`src/rtl/serial_subtractor.sv`:
```
// Bit-serial unsigned subtractor: (a - b - bin) mod 2^WIDTH, LSB first, one
// full-subtractor cell evaluated per clock, with a start/busy/done handshake.

module serial_subtractor #(
    parameter int WIDTH = 8
) (
    input  logic             clk,
    input  logic             rst_n,
    input  logic             start,
    input  logic [WIDTH-1:0] a,
    input  logic [WIDTH-1:0] b,
    input  logic             bin,
    output logic             busy,
    output logic             done,
    output logic [WIDTH-1:0] diff,
    output logic             borrow
);

    localparam int CW = (WIDTH > 1) ? $clog2(WIDTH) : 1;
    localparam logic [CW-1:0] LAST_BIT = CW'(WIDTH - 1);

    typedef enum logic [1:0] {
        S_IDLE  = 2'b00,
        S_SHIFT = 2'b01,
        S_DONE  = 2'b10
    } state_t;

    // Full subtractor from two half subtractors; returns {borrow_out, difference}.
    function automatic logic [1:0] fs_cell(input logic x, input logic y, input logic bi);
        logic hd;
        logic hb;
        hd = x ^ y;
        hb = ~x & y;
        return {hb | (~hd & bi), hd ^ bi};
    endfunction

    state_t           state_q, state_d;
    logic [WIDTH-1:0] a_q, a_d;
    logic [WIDTH-1:0] b_q, b_d;
    logic             br_q, br_d;
    logic [CW-1:0]    cnt_q, cnt_d;
    logic [WIDTH-1:0] acc_q, acc_d;
    logic [WIDTH-1:0] diff_q, diff_d;
    logic             borrow_q, borrow_d;
    logic             busy_q, busy_d;
    logic             done_q, done_d;
    logic [1:0]       cell_s;

    // Next-state and datapath: load on accepted start, one cell per SHIFT cycle.
    always_comb begin
        state_d  = state_q;
        a_d      = a_q;
        b_d      = b_q;
        br_d     = br_q;
        cnt_d    = cnt_q;
        acc_d    = acc_q;
        diff_d   = diff_q;
        borrow_d = borrow_q;
        busy_d   = 1'b0;
        done_d   = 1'b0;
        cell_s   = fs_cell(a_q[0], b_q[0], br_q);

        case (state_q)
            S_IDLE, S_DONE: begin
                if (start) begin
                    a_d     = a;
                    b_d     = b;
                    br_d    = bin;
                    cnt_d   = '0;
                    acc_d   = '0;
                    busy_d  = 1'b1;
                    state_d = S_SHIFT;
                end else begin
                    state_d = S_IDLE;
                end
            end
            S_SHIFT: begin
                a_d   = a_q >> 1;
                b_d   = b_q >> 1;
                br_d  = cell_s[1];
                acc_d = {cell_s[0], acc_q[WIDTH-1:1]};
                // Results are published only on the final bit so diff holds meanwhile.
                if (cnt_q == LAST_BIT) begin
                    diff_d   = {cell_s[0], acc_q[WIDTH-1:1]};
                    borrow_d = cell_s[1];
                    done_d   = 1'b1;
                    state_d  = S_DONE;
                end else begin
                    cnt_d    = cnt_q + CW'(1);
                    busy_d   = 1'b1;
                    state_d  = S_SHIFT;
                end
            end
            default: begin
                state_d = S_IDLE;
            end
        endcase
    end

    // State and output registers with asynchronous clear.
    always_ff @(posedge clk or negedge rst_n) begin
        if (!rst_n) begin
            state_q  <= S_IDLE;
            a_q      <= '0;
            b_q      <= '0;
            br_q     <= 1'b0;
            cnt_q    <= '0;
            acc_q    <= '0;
            diff_q   <= '0;
            borrow_q <= 1'b0;
            busy_q   <= 1'b0;
            done_q   <= 1'b0;
        end else begin
            state_q  <= state_d;
            a_q      <= a_d;
            b_q      <= b_d;
            br_q     <= br_d;
            cnt_q    <= cnt_d;
            acc_q    <= acc_d;
            diff_q   <= diff_d;
            borrow_q <= borrow_d;
            busy_q   <= busy_d;
            done_q   <= done_d;
        end
    end

    assign busy   = busy_q;
    assign done   = done_q;
    assign diff   = diff_q;
    assign borrow = borrow_q;

endmodule

```
`config.mk`:
```
export PLATFORM = sky130hd
export DESIGN_NAME = serial_subtractor
export DESIGN_NICKNAME = d
export VERILOG_FILES = /design/src/rtl/serial_subtractor.sv
export SDC_FILE = /design/constraint.sdc
export NUM_CORES = 1
export LEC_CHECK = 0
export CORE_MARGIN = 2
export CORE_UTILIZATION = 48
export CTS_BUF_LIST = sky130_fd_sc_hd__clkbuf_4 sky130_fd_sc_hd__clkbuf_8
export DETAILED_ROUTE_END_ITERATION = 16
export PLACE_DENSITY = 0.78
export SYNTH_ARGS = -nofsm -noshare
export SYNTH_HDL_FRONTEND = slang
export SYNTH_SLANG_ARGS = --single-unit
export TNS_END_PERCENT = 100
```
`constraint.sdc`:
```
create_clock -name clk -period 1.6 [get_ports clk]
set_input_delay 0.24 -clock clk [delete_from_list [all_inputs] [get_ports clk]]
set_output_delay 0.24 -clock clk [all_outputs]
set_load 0.01 [all_outputs]
```
==> flow_metrics.env, run 1 <==
export IMPL_status="complete, no violations"
export IMPL_drc=0
export IMPL_ys_flop_type="dfrtp_1"
export IMPL_synth_distinct_cells=26
export IMPL_crit_path_top_delay_cell="clkdlybuf4s50_1"
export IMPL_dieWidth_um=67.5
export IMPL_required_ps=1360
export IMPL_worst_slew_pin_slew_ps=433
export IMPL_leakage_nw=1.07
export IMPL_finalSetupTns_ps=0
export IMPL_critPathLaunchType="register"
export IMPL_seq_area_frac_synth=0.505
export IMPL_wl_per_cell_um=13.7
export IMPL_critPathMaxStageDelay_ps=550
export IMPL_clock_sinks=39
export IMPL_core_area_um2=3940
export IMPL_n_antenna_cell=0
export IMPL_grt_max_degree=36
export IMPL_max_cap_violations=0
export IMPL_vias=1399
export IMPL_syn_to_final_growth_pct=26.9
export IMPL_routed_wl_um=3660
export IMPL_cts_tree="yes"
export IMPL_slew_limit_headroom=0.711
export IMPL_synth_adder_area_share=0.0233
export IMPL_synth_top_family_by_area="compound AO/OA/AOI/OAI gates"
export IMPL_root_buffer="clkbuf_8"
export IMPL_synth_edf_count=0
export IMPL_hold_path_class="in2async"
export IMPL_finalNetCount=239
export IMPL_fmax_ghz=0.664
export IMPL_insertion_delay_ps=300
export IMPL_synth_cells=179
export IMPL_fin_total_pwr_mw=4.46
export IMPL_netlist_area_um2=1930
export IMPL_path_buf_inv=1
export IMPL_antenna_found_initial=0
export IMPL_numCtsBuffers=5
export IMPL_yosys_area_share_simple=0.127
export IMPL_place_congestion=0.747
export IMPL_grt_pass1_wl_um=6400
export IMPL_synth_warnings=0
export IMPL_fp_row_count=23
export IMPL_power_density_nw_per_um2=1820
export IMPL_grt_pass1_vias=1367
export IMPL_path_cells="clkdlybuf4s50_1"
export IMPL_cts_setup_buffers=0
export IMPL_start_util=0.491
export IMPL_grt_overflow=0
export IMPL_rsz0062_at_grt="no"
export IMPL_ys_ff_latch=39
export IMPL_hold_viol_final=0
export IMPL_detailed_place_hpwl_um=2510
export IMPL_path_clk_slew_ps=80
export IMPL_end_kind="primary output"
export IMPL_criticalPathCategory="reg2out"
export IMPL_avgSynthCellArea_um2=10.8
export IMPL_arrival_ps=1270
export IMPL_crit_fanout=4
export IMPL_port_buffers=30
export IMPL_vdd_ir_drop_worst_mv=0.850
export IMPL_grt_usage=0.189
export IMPL_period_needed_ps=1510
export IMPL_muxShareOfSynthArea=0.131
export IMPL_whs_ps=409
export IMPL_fin_crit_sh=0.941
export IMPL_die_area_um2=4550
export IMPL_viasPerCell=5.24
export IMPL_ctsHtreeMaxLevel=2
export IMPL_drive_above_1_share=0.147
export IMPL_firstDrtPassIters=4
export IMPL_drt_iter0_markers=116
export IMPL_crit_family="buffers and inverters"
export IMPL_clk_path_buf_depth=2
export IMPL_synthXorXnorAreaFrac=0.00453
export IMPL_ant_nets=0
export IMPL_setup_viol=0
export IMPL_async_reset_ff_frac=1.00
export IMPL_synth_compound_area_frac=0.151
export IMPL_maxSlewViolCount=0
export IMPL_ios=31
export IMPL_syn_nets=202
export IMPL_dieHeight_um=67.5
export IMPL_skew_ps=1.99
[synthesized netlist by cell type, types with 3 or more instances]
| library cell | count | area share |
|---|---|---|
| a211oi_1 | 15 | 0.058 |
| buf_4 | 3 | 0.012 |
| nand3_1 | 4 | 0.010 |
| a21oi_1 | 16 | 0.041 |
| dfrtp_1 | 39 | 0.50 |
| nand2_1 | 29 | 0.056 |
| a22o_1 | 8 | 0.036 |
| mux2_2 | 7 | 0.041 |
| buf_2 | 4 | 0.010 |
| inv_1 | 3 | 0.0058 |
| o21ai_0 | 3 | 0.0078 |
| mux2i_1 | 16 | 0.083 |
| nor2b_1 | 15 | 0.049 |
[routing by layer]
layer | global-route usage | share of wire
met5 | 0 | 0
met4 | 0.0612 | 0.016
met3 | 0.0533 | 0.038
met2 | 0.294 | 0.47
met1 | 0.256 | 0.48
[layout by cell type (no fill, tap or decap), types with 2 or more instances in the layout]
cell,count
dfrtp_1,38
nand2_1,29
clkdlybuf4s50_1,29
mux2i_1,16
a21oi_1,16
nor2b_1,15
a211oi_1,15
buf_4,9
a22o_1,8
mux2_2,7
clkbuf_8,5
nand3_1,4
inv_1,3
o21ai_0,3
nor2_2,2
clkinvlp_4,2
o211ai_1,2
ha_1,2
bufinv_16,2
buf_12,2
[area by class of cell]
cell class / count / area (um^2)
Sequential cell: 39 / 977
Inverter: 4 / 18.8
Timing Repair Buffer: 42 / 413
Tap cell: 50 / 62.6
Multi-Input combinational cell: 124 / 847
Clock inverter: 3 / 67.6
Fill cell: 335 / 1490
Clock buffer: 5 / 68.8
[registers in the layout, indices dropped and copies added (netlist names)]
signal	count
cnt_q	3
done	1
br_q	1
diff	8
a_q	8
b_q	8
acc_q	7
state_q	2
borrow	1
[power breakdown]
part           leakage (nW)  switching (mW)  internal (mW)  total, mW
Combinational         0.517           0.728          0.969       1.70
Sequential            0.487           0.343           1.43       1.77
Clock                0.0644           0.367          0.622      0.988
Total                  1.07            1.44           3.02       4.46
[final timing paths]
path                       cells past startpoint  endpoint  slack, ps  startpoint
max                                            1      busy         90  state_q[0]
min                                            2  cnt_q[2]        410       rst_n
max reg2reg                                    3  acc_q[7]         90      a_q[0]
min reg2reg                                    2   diff[2]        470     diff[2]
max in group asynchronous                      3    b_q[0]        730       rst_n
min in group clk                               2   diff[2]        470     diff[2]
[through the flow]
stage	std cells	instance area, um^2	worst slack [ps]	utilization
2_1_floorplan	179	1930	176	-
3_3_place_gp	258	2300	128	0.584
3_5_place_dp	258	2300	69.5	0.584
4_1_cts	267	2450	17.0	0.621
5_1_grt	267	2450	18.1	0.623
6_report	267	2450	94.9	0.623
[cell families (layout without fill, tap and decap cells)]
logic type,after synthesis,in the layout
fa+ha+maj,3,3
mux,24,24
buf+inv,16,54
flops,39,39
simple gates,52,52
compound gates,44,44
xor+xnor,1,1
[timing repair]
item | CTS | global route
endpoints found under the hold margin | 16 | 0
hold buffers | 1 | 0
gates resized for setup | 0 | 2
setup endpoints to repair | 0 | 2
Note: power is estimated with default switching activity, not from simulation.
==> run 2: changes to the inputs <==
--- a/config.mk
+++ b/config.mk
@@ -8,6 +8,7 @@
 export CORE_MARGIN = 2
 export CORE_UTILIZATION = 48
 export CTS_BUF_LIST = sky130_fd_sc_hd__clkbuf_4 sky130_fd_sc_hd__clkbuf_8
+export CTS_CLUSTER_DIAMETER = 150
 export DETAILED_ROUTE_END_ITERATION = 16
 export PLACE_DENSITY = 0.78
 export SYNTH_ARGS = -nofsm -noshare
==> results of run 2 <==
No change in the layout: final DEF, timing and power equal those of run 1.
==> run 3: changes to the inputs <==
--- a/config.mk
+++ b/config.mk
@@ -8,7 +8,7 @@
 export CORE_MARGIN = 2
 export CORE_UTILIZATION = 48
 export CTS_BUF_LIST = sky130_fd_sc_hd__clkbuf_4 sky130_fd_sc_hd__clkbuf_8
-export CTS_CLUSTER_DIAMETER = 150
+export CTS_CLUSTER_DIAMETER = 50
 export DETAILED_ROUTE_END_ITERATION = 16
 export PLACE_DENSITY = 0.78
 export SYNTH_ARGS = -nofsm -noshare
==> constraint.sdc (replaced) <==
create_clock -name clk -period 1.9 [get_ports clk]
set_input_delay 0.285 -clock clk [delete_from_list [all_inputs] [get_ports clk]]
set_output_delay 0.285 -clock clk [all_outputs]
set_load 0.01 [all_outputs]
==> flow_metrics.env, run 3 (synthesis results as in run 1) <==
export IMPL_status="complete, no violations"
export IMPL_ant_nets=0
export IMPL_cp_startpoint="a_q[0]"
export IMPL_period_needed_ps=1510
export IMPL_path_clk_slew_ps=70
export IMPL_fp_row_count=23
export IMPL_power_density_nw_per_um2=1460
export IMPL_drive_above_1_share=0.118
export IMPL_ios=31
export IMPL_dp_cells=254
export IMPL_insertion_delay_ps=290
export IMPL_core_area_um2=3940
export IMPL_finalNetCount=234
export IMPL_top_layer_used="met4"
export IMPL_max_cap_violations=0
export IMPL_detailed_place_hpwl_um=2330
export IMPL_wl_met1_um=1540
export IMPL_worst_slew_pin_slew_ps=644
export IMPL_start_util=0.491
export IMPL_routed_wl_um=3350
export IMPL_syn_to_final_growth_pct=21.4
export IMPL_drt_iter0_markers=42
export IMPL_root_buffer="clkbuf_8"
export IMPL_finalSetupTns_ps=0
export IMPL_hold_viol_final=0
export IMPL_required_ps=2080
export IMPL_clock_sinks=39
export IMPL_clk_path_buf_depth=2
export IMPL_leakage_nw=1.02
export IMPL_critPathLaunchType="register"
export IMPL_slew_limit_headroom=0.571
export IMPL_cts_setup_buffers=0
export IMPL_grt_max_degree=40
export IMPL_maxSlewViolCount=0
export IMPL_grt_pass1_vias=1358
export IMPL_grt_overflow=0
export IMPL_pre_cts_ws_ps=332
export IMPL_dr_wl_met2_um=1640
export IMPL_fin_crit_sh=0.795
export IMPL_final_cell_area_um2=2350
export IMPL_port_buffers=30
export IMPL_nFillCells=351
export IMPL_setup_ws_ps=390
export IMPL_vias=1349
export IMPL_final_common_cell="dfrtp_1"
export IMPL_cts_resized=0
export IMPL_grt_pass1_wl_um=6010
export IMPL_final_cell_mix="dfrtp_1, nand2_1, clkdlybuf4s50_1"
export IMPL_skew_ps=5.10
export IMPL_met3_length_um=134
export IMPL_placed_cell_area_um2=2260
export IMPL_hold_buffers=0
export IMPL_end_kind="register"
export IMPL_hold_path_class="in2async"
export IMPL_stdcell_count=261
export IMPL_vdd_ir_drop_worst_mv=0.584
export IMPL_setup_viol=0
export IMPL_place_congestion=0.697
export IMPL_fin_total_pwr_mw=3.44
export IMPL_criticalPathCategory="reg2reg"
export IMPL_arrival_ps=1690
export IMPL_firstDrtPassIters=4
export IMPL_rsz0062_at_grt="no"
export IMPL_die_area_um2=4550
export IMPL_dieHeight_um=67.5
export IMPL_ctsHtreeMaxLevel=2
export IMPL_viasPerCell=5.17
export IMPL_cts_tree="yes"
export IMPL_r2r_cells=3
export IMPL_n_antenna_cell=0
export IMPL_grt_usage=0.177
export IMPL_dieWidth_um=67.5
export IMPL_drc=0
export IMPL_crit_fanout=3
export IMPL_wl_per_cell_um=12.9
export IMPL_fmax_ghz=0.662
export IMPL_antenna_found_initial=0
export IMPL_numCtsBuffers=5
export IMPL_rr_startpoint="a_q[0]"
run 3: changes by cell type in the layout (fill, tap and decap cells not counted):
cell / delta
clkinvlp_4: -2
bufinv_16: -2
clkinv_2: +1
dlygate4sd3_1: -1
clkbuf_8: +1
buf_12: -1
buf_4: -3
clkinv_1: +1
dfrtp_1: +1
dfrtp_2: -1
run 3: stage by stage:
step                hold slack [ps]  utilization
global route                   78.5        0.596
detailed placement              372        0.573
finish                         33.6        0.596
global placement                367        0.573
CTS                            60.9        0.596
floorplan                     -10.6            -
run 3: layout make-up:
cell class / instances / area [um^2] / area share
Inverter: 4 / 15.0 / 0.00639
Timing Repair Buffer: 37 / 360 / 0.153
Tap cell: 50 / 62.6 / 0.0266
Multi-Input combinational cell: 124 / 847 / 0.361
Clock inverter: 1 / 5.00 / 0.00213
Clock buffer: 6 / 82.6 / 0.0352
Sequential cell: 39 / 976 / 0.416
run 3: per-layer routing:
metal / global-route usage / vias to the layer above
met4: 0.0459 / 0
met3: 0.0550 / 5
met2: 0.298 / 31
met1: 0.221 / 620
met5: 0 / -
li1: - / 693
run 3: where the power goes:
group / total (mW) / internal (mW) / switching [mW]
registers: 1.49 / 1.20 / 0.283
clock network: 0.555 / 0.285 / 0.270
logic: 1.40 / 0.786 / 0.609
total: 3.44 / 2.27 / 1.16
run 3: final timing paths:
kind	end	slack [ps]
worst min-delay path	diff[0]	30
min in group clk	diff[3]	470
max in group asynchronous	a_q[3]	1520
worst max register to register	acc_q[7]	390
worst max-delay path	acc_q[7]	390
worst min register to register	diff[3]	470
run 3: critical path, cell delays in order, from the launching register on:
cell     delay (ps)
dfrtp_1         420
fa_1            520
mux2_4          290
a22o_1          170
